===== src/rtl/arbitro_pkg.sv =====
// arbitro_pkg: shared constants for the arbiter, mux and VC FIFO wrappers
package arbitro_pkg;
  localparam int VC_WIDTH = 6;
  localparam int MAX_VC0_BURST_DFLT = 4;
  localparam int BURST_W = 4;
endpackage


===== src/rtl/arbitro_pop_if.sv =====
// arbitro_pop_if: FIFO status/pop strobes and mux-side select/valid of the pop arbiter
interface arbitro_pop_if;
  logic VC0_empty;
  logic VC1_empty;
  logic pause;
  logic pop_VC0;
  logic pop_VC1;
  logic pop_delay_VCO;
  logic valid_arbitro_1;
  modport master(
    input  VC0_empty, VC1_empty, pause,
    output pop_VC0, pop_VC1, pop_delay_VCO, valid_arbitro_1
  );
  modport slave(
    output VC0_empty, VC1_empty, pause,
    input  pop_VC0, pop_VC1, pop_delay_VCO, valid_arbitro_1
  );
endinterface


===== src/rtl/arbitro_burst_cnt.sv =====
// arbitro_burst_cnt: saturating count of consecutive VC0 grants, flags the burst limit
module arbitro_burst_cnt
  import arbitro_pkg::*;
#(
  parameter int MAX = MAX_VC0_BURST_DFLT
) (
  input  logic clk,
  input  logic reset_L,
  input  logic inc_i,
  input  logic clr_i,
  output logic at_limit_o
);
  localparam logic [BURST_W-1:0] LIM = BURST_W'(MAX);
  logic [BURST_W-1:0] cnt_q, cnt_d;
  always_comb cnt_d = clr_i ? '0 : (inc_i && cnt_q != LIM) ? cnt_q + 1'b1 : cnt_q;
  always_ff @(posedge clk) cnt_q <= !reset_L ? '0 : cnt_d;
  assign at_limit_o = cnt_q == LIM;
endmodule


===== src/rtl/arbitro_pop.sv =====
// arbitro_pop: VC0-priority pop arbiter with bounded VC0 bursts and a 2-stage valid pipe
module arbitro_pop
  import arbitro_pkg::*;
#(
  parameter int MAX_VC0_BURST = MAX_VC0_BURST_DFLT
) (
  input logic clk,
  input logic reset_L,
  arbitro_pop_if.master bus
);
  logic at_limit, go, pop0, pop1;
  logic pop_delay_q, v1_q, valid_q;
  assign go   = reset_L & ~bus.pause;
  // VC0 yields only when its burst limit is hit and VC1 actually has a word waiting
  assign pop0 = go & ~bus.VC0_empty & ~(at_limit & ~bus.VC1_empty);
  assign pop1 = go & ~bus.VC1_empty & ~pop0;
  arbitro_burst_cnt #(.MAX(MAX_VC0_BURST)) u_cnt (
    .clk       (clk),
    .reset_L   (reset_L),
    .inc_i     (pop0 & ~bus.VC1_empty),
    .clr_i     (pop1 | bus.VC1_empty),
    .at_limit_o(at_limit)
  );
  always_ff @(posedge clk) begin
    pop_delay_q <= reset_L & pop0;
    v1_q        <= reset_L & (pop0 | pop1);
    valid_q     <= reset_L & v1_q;
  end
  assign bus.pop_VC0         = pop0;
  assign bus.pop_VC1         = pop1;
  assign bus.pop_delay_VCO   = pop_delay_q;
  assign bus.valid_arbitro_1 = valid_q;
endmodule


===== src/flat_wrapper.sv =====
// flat-port wrapper written by rule: the top's interface ports become plain ports
module arbitro_pop_flat import arbitro_pkg::*;
#(
  parameter int MAX_VC0_BURST = MAX_VC0_BURST_DFLT
)
  (clk, reset_L, bus_VC0_empty, bus_VC1_empty, bus_pause, bus_pop_VC0, bus_pop_VC1, bus_pop_delay_VCO, bus_valid_arbitro_1);
  arbitro_pop_if bus_i ();
  input logic clk;
  input logic reset_L;
  input wire logic [$bits(bus_i.VC0_empty)-1:0] bus_VC0_empty;
  input wire logic [$bits(bus_i.VC1_empty)-1:0] bus_VC1_empty;
  input wire logic [$bits(bus_i.pause)-1:0] bus_pause;
  output wire logic [$bits(bus_i.pop_VC0)-1:0] bus_pop_VC0;
  output wire logic [$bits(bus_i.pop_VC1)-1:0] bus_pop_VC1;
  output wire logic [$bits(bus_i.pop_delay_VCO)-1:0] bus_pop_delay_VCO;
  output wire logic [$bits(bus_i.valid_arbitro_1)-1:0] bus_valid_arbitro_1;
  assign bus_i.VC0_empty = bus_VC0_empty;
  assign bus_i.VC1_empty = bus_VC1_empty;
  assign bus_i.pause = bus_pause;
  assign bus_pop_VC0 = bus_i.pop_VC0;
  assign bus_pop_VC1 = bus_i.pop_VC1;
  assign bus_pop_delay_VCO = bus_i.pop_delay_VCO;
  assign bus_valid_arbitro_1 = bus_i.valid_arbitro_1;
  arbitro_pop #(.MAX_VC0_BURST(MAX_VC0_BURST)) u_core (.clk(clk), .reset_L(reset_L), .bus(bus_i));
endmodule

===== config.mk =====
export PLATFORM = sky130hd
export DESIGN_NAME = arbitro_pop_flat
export DESIGN_NICKNAME = d
export VERILOG_FILES = /design/src/rtl/arbitro_pkg.sv /design/src/rtl/arbitro_pop_if.sv /design/src/rtl/arbitro_burst_cnt.sv /design/src/rtl/arbitro_pop.sv /design/src/flat_wrapper.sv
export SDC_FILE = /design/constraint.sdc
export NUM_CORES = 1
export LEC_CHECK = 0
export ABC_CLOCK_PERIOD_IN_PS = 2330
export CORE_AREA = 4 4 41 43
export DETAILED_ROUTE_END_ITERATION = 6
export DIE_AREA = 0 0 45 47
export DONT_BUFFER_PORTS = 1
export PLACE_DENSITY = 0.4
export SYNTH_ARGS = -nofsm -noshare
export SYNTH_HDL_FRONTEND = slang
export SYNTH_HIERARCHICAL = 1
export SYNTH_SLANG_ARGS = --single-unit

===== constraint.sdc =====
create_clock -name clk -period 2.33 [get_ports clk]
set_clock_uncertainty 0.2 [all_clocks]
set_input_delay 0.233 -clock clk [delete_from_list [all_inputs] [get_ports clk]]
set_output_delay 0.233 -clock clk [all_outputs]
set_load 0.05 [all_outputs]

Word-level counts from Yosys, hierarchy flattened
Index checks and enable logic that the tools add are counted.
{"block": "op_classes", "n_addsub": 1, "n_eq_ne": 2, "bitwise_logic": 18, "n_reduce_logical": 2}
{"cell": "$and 1x1->1", "n": 10}
{"cell": "$not 1->1", "n": 6}
{"cell": "$add 4x1->4 const B", "n": 1}
{"cell": "$eq 4x3->1 const B", "n": 1}
{"cell": "$ne 4x3->1 const B", "n": 1}
{"cell": "$or 1x1->1", "n": 2}
{"cell": "$reduce_or 2->1", "n": 1}
{"cell": "$logic_and 1x1->1", "n": 1}
{"block": "word_totals", "ff_bits": 7, "in_bits": 5, "output_inout_bits": 4, "wordCells": 27}

Logic depth before layout (Yosys ltp)
{"block": "depth", "ltp_word": 8, "depth_mapped": 8, "ltp_nobuf": 8}

Modules after synthesis
Netlist, hierarchy kept.
{"mod": "arbitro_burst_cnt", "instances": 1, "cells_per_inst": 26, "area_per_inst_um2": 203.9, "seq_area_each_um2": 80.1}
{"mod": "arbitro_pop", "instances": 1, "cells_per_inst": 13, "area_per_inst_um2": 131.4, "seq_area_each_um2": 60.1}

Least setup slack after synthesis
OpenSTA, ideal clock, no wires.
{"block": "synth_timing", "path_type": "register to output", "from": "register u_core.u_cnt.cnt_q[0]", "to": "output port bus_pop_VC0", "arrival_time_ns": 1.986, "required_time_ns": 1.897, "path_slack_ns": -0.089, "path_stages_with_launch": 7, "n_path_buf": 0, "path_cell_list": "dfxtp_1 -> inv_1 -> ha_1 -> nand3b_1 -> inv_1 -> nor2b_1 -> nor3_1"}
{"block": "synth_via", "elab_chain_len": 4}
{"item": "start, declared", "line_no": "arbitro_burst_cnt.sv:14", "text": "logic [BURST_W-1:0] cnt_q, cnt_d;"}
{"item": "start signal, assigned", "line_no": "arbitro_burst_cnt.sv:16", "text": "always_ff @(posedge clk) cnt_q <= !reset_L ? '0 : cnt_d;"}
{"item": "$eq 4x3->1", "line_no": "arbitro_burst_cnt.sv:17", "text": "assign at_limit_o = cnt_q == LIM;"}
{"item": "net u_core.at_limit", "line_no": "arbitro_pop.sv:11", "text": "logic at_limit, go, pop0, pop1;"}
{"item": "$and 1x1->1", "line_no": "arbitro_pop.sv:15", "text": "assign pop0 = go & ~bus.VC0_empty & ~(at_limit & ~bus.VC1_empty);"}
{"item": "$not 1->1", "line_no": "arbitro_pop.sv:15"}
{"item": "$and 1x1->1", "line_no": "arbitro_pop.sv:15"}
{"item": "end, declared", "line_no": "flat_wrapper.sv:13", "text": "output wire logic [$bits(bus_i.pop_VC0)-1:0] bus_pop_VC0;"}
The timed path passes the listed nets, and every way through them passes these cells.

Worst setup path in the final report
{"block": "layout_timing", "from": "register u_core.u_cnt.cnt_q[0]", "to": "register u_core.u_cnt.cnt_q[3]"}
{"block": "layout_via", "elab_chain_len": 8}
{"item": "$eq 4x3->1 *", "line_no": "arbitro_burst_cnt.sv:17"}
{"item": "net u_core.at_limit", "line_no": "arbitro_pop.sv:11"}
{"item": "$and 1x1->1 *", "line_no": "arbitro_pop.sv:15"}
{"item": "$not 1->1 *", "line_no": "arbitro_pop.sv:15"}
{"item": "$and 1x1->1 *", "line_no": "arbitro_pop.sv:15"}
{"item": "$not 1->1", "line_no": "arbitro_pop.sv:16", "text": "assign pop1 = go & ~bus.VC1_empty & ~pop0;"}
{"item": "$and 1x1->1", "line_no": "arbitro_pop.sv:16"}
{"item": "$or 1x1->1", "line_no": "arbitro_pop.sv:21", "text": ".clr_i (pop1 | bus.VC1_empty),"}
{"item": "$reduce_or 2->1 (no source line)"}
The timed path passes the listed nets; every way through them passes the cells marked *.
A chain may end at the register's enable or synchronous reset.

==> results.toml <==
[run_status]
outcome = "finished clean"

[die]
start_util_pct = 25.8
fp-row-count = 13
core_area_sq_mm = 0.00130
die_h_microns = 47
dieArea_sq_mm = 0.00212
ios = 9
fp.dieW_microns = 45

[placement]
pre_cts_ws_ps = 248
dp_hpwl_microns = 493
io_buffer_count = 0
dp.cells = 57
gp_congestion = 0.656

[worst_setup_path]
rrSetupSlack_ps = 210
crit_fanout = 6
crit_family = "simple AND/OR/NAND/NOR gates"
path_class = "register to register"
r2r-end = "u_core/u_cnt/cnt_q[3]"
crit_top_cell = "inv_1"
critPathCaptureType = "register"
crit_chain = "inv_1 > ha_1 > nand3b_1 > inv_1 > nor4_2 > nand4_1 > or3_1 > a21oi_1"
crit_path_max_incr_delay_ps = 370
required_ps = 2310
worstRegToRegCells = 8
crit_arrival_ps = 2100
crit_buf_inv = 2
crit_slowest_cell = "dfxtp_1"
reg2reg_from = "u_core/u_cnt/cnt_q[0]"
crit_path_start_kind = "register"

[global_route]
grt-ovfl-total = 0
grt_pass1_wl_mm = 1.01
grt_use_total_pct = 6.89
grt_max_degree = 7
antenna_found_initial = 0
grt_pass1_vias = 268

[layout]
final_core_util_pct = 35.2
area_delta_synth_final_pct = 36.6
layout.cells.non_filler = 66
diodes = 0
layout-drive-gt1-share_pct = 19.6
seqCellArea_sq_um = 140
nets = 59
fillers = 137
multi_input_area_sq_um = 185

[route]
routed_wl_microns = 665
ant_nets = 0
num_vias = 314
post-route-drc-count = 0
wl_per_cell_microns = 10.1
vias_per_cell = 4.76
drt_iter0_markers = 7
first_pass_iters = 4

[clock_tree]
cts_setup_buffers = 0
cts_buffer_depth = 2
cts_buffers = 3
post_cts_resized = 0
clk_pin_slew_ps = 50
cts_tree = "yes"
cts.sinks = 7
holdBufCountCts = 5
htree_levels = 1
insertion_delay_ps = 250
cts-root-buf = "clkbuf_4"

[synth]
synth_compound_area_share_pct = 12.7
async_flop_share_pct = 0
synth_most_common_cell = "dfxtp_1"
synth_ff_type = "dfxtp_1"
synth.area.mux_share_pct = 0
yosys.area_share.adder_pct = 7.46
synthCells = 39
synth_edf_count = 0
synth_common_cells = "dfxtp_1, a21oi_1, inv_1, nor3_1, nand3_1"
synth_area_leaders = "dfxtp_1, a21oi_1, ha_1, nor3_1, nand3_1"
ys_types = 18
synth_top_area_cell = "dfxtp_1"
syn_avg_cell_area_sq_um = 8.60
synthSimpleGateAreaFrac_pct = 33.6
synthesis.area_sq_um = 335
synth_warnings = 6
ys_ff_latch = 7
synth_xor_area_share_pct = 0
synth_top_cell_area_share_pct = 41.8
syn_nets = 46
synth_top_family_by_area = "simple AND/OR/NAND/NOR gates"
ys_seq_area_share_pct = 41.8

[sta]
finalCriticalPeriod_ps = 2120
fin_hold_ws_ps = 26.1
slew_headroom_pct = 68.3
fmax_mhz = 473
tightest_slew_ps = 475
hold_violations = 0
post-route-period-util_pct = 90.8
tns_ps = 0
fin_ws_ps = 215
setup_viol = 0
drv_slew = 0
rsz0062_at_grt = "no"

[min_path]
hold_path_end = "u_core/u_cnt/cnt_q[0]"
min_path_cells = 2
min_path_type = "input pin to register"
hold_path_startpoint = "reset_L"

[job]
drv_cap = 0

[power]
ir_worst_vdd_uv = 310
power_density_mw_per_mm2 = 568
p_leak_nw = 0.180
## metal layers
layer  track usage, %  vias up  routed length (microns)
met4                0        0                        0
met3             5.75        0                       48
met1             7.55      145                      298
li1                 -      161                        -
met2             11.0        8                      318
met5                0        -                        0
## sequential cells by signal (all words and copies together) (netlist names)
| signal | cells |
|---|---|
| u_core/bus.valid_arbitro_1 | 1 |
| u_core/v1_q | 1 |
| u_core/u_cnt/cnt_q | 4 |
| u_core/bus.pop_delay_VCO | 1 |
## cell type report
type / instances / area share, %
Timing Repair Buffer: 8 / 15.8
Sequential cell: 7 / 30.6
Multi-Input combinational cell: 28 / 40.4
Tap cell: 15 / 4.10
Inverter: 4 / 3.28
Clock buffer: 4 / 5.74
## worst max-delay path by stage
stage	start	endpoint	cells past startpoint
global route	u_core/u_cnt/cnt_q[0]	u_core/u_cnt/cnt_q[3]	8
finish	u_core/u_cnt/cnt_q[0]	u_core/u_cnt/cnt_q[3]	8
global placement	u_core/u_cnt/cnt_q[0]	u_core/u_cnt/cnt_q[3]	8
detailed placement	u_core/u_cnt/cnt_q[0]	u_core/u_cnt/cnt_q[3]	8
floorplan	u_core/u_cnt/cnt_q[0]	bus_pop_VC1	6
CTS	u_core/u_cnt/cnt_q[0]	u_core/u_cnt/cnt_q[3]	8
## per-stage QoR
stage / area, sq um / total power [mW]
2_1_floorplan: 340 / 0.143
3_3_place_gp: 382 / 0.148
3_5_place_dp: 382 / 0.148
4_1_cts: 458 / 0.264
5_1_grt: 458 / 0.271
6_report: 458 / 0.260
## layout by cell type (no fill, tap or decap)
master / netlist / routed
clkbuf_4: 0 / 3
nor4_2: 1 / 1
inv_1: 4 / 4
nor3_1: 4 / 3
nand3_1: 3 / 3
nand4_1: 1 / 1
nand2b_4: 1 / 1
buf_4: 0 / 3
nor3_2: 0 / 1
clkbuf_1: 0 / 1
a21oi_1: 5 / 5
or3_1: 1 / 1
dfxtp_1: 7 / 7
dlygate4sd3_1: 0 / 5
nand3b_1: 1 / 1
and2_2: 1 / 1
o21bai_1: 1 / 1
ha_1: 2 / 2
o21ai_0: 2 / 2
nand2_1: 1 / 1
nor2_1: 2 / 2
nand2b_1: 1 / 1
nor2b_1: 1 / 1
## cells by family after synthesis
family	count (synthesis)
compound gates	8
buf+inv	4
simple gates	18
fa+ha+maj	2
flops	7
## where the power goes
part           total (mW)  internal (mW)  switching (mW)
logic              0.0239         0.0123          0.0116
registers           0.128          0.122         0.00545
clock network       0.108         0.0652          0.0430
total               0.260          0.200          0.0600
No activity file was read; power rests on OpenSTA's default activity.
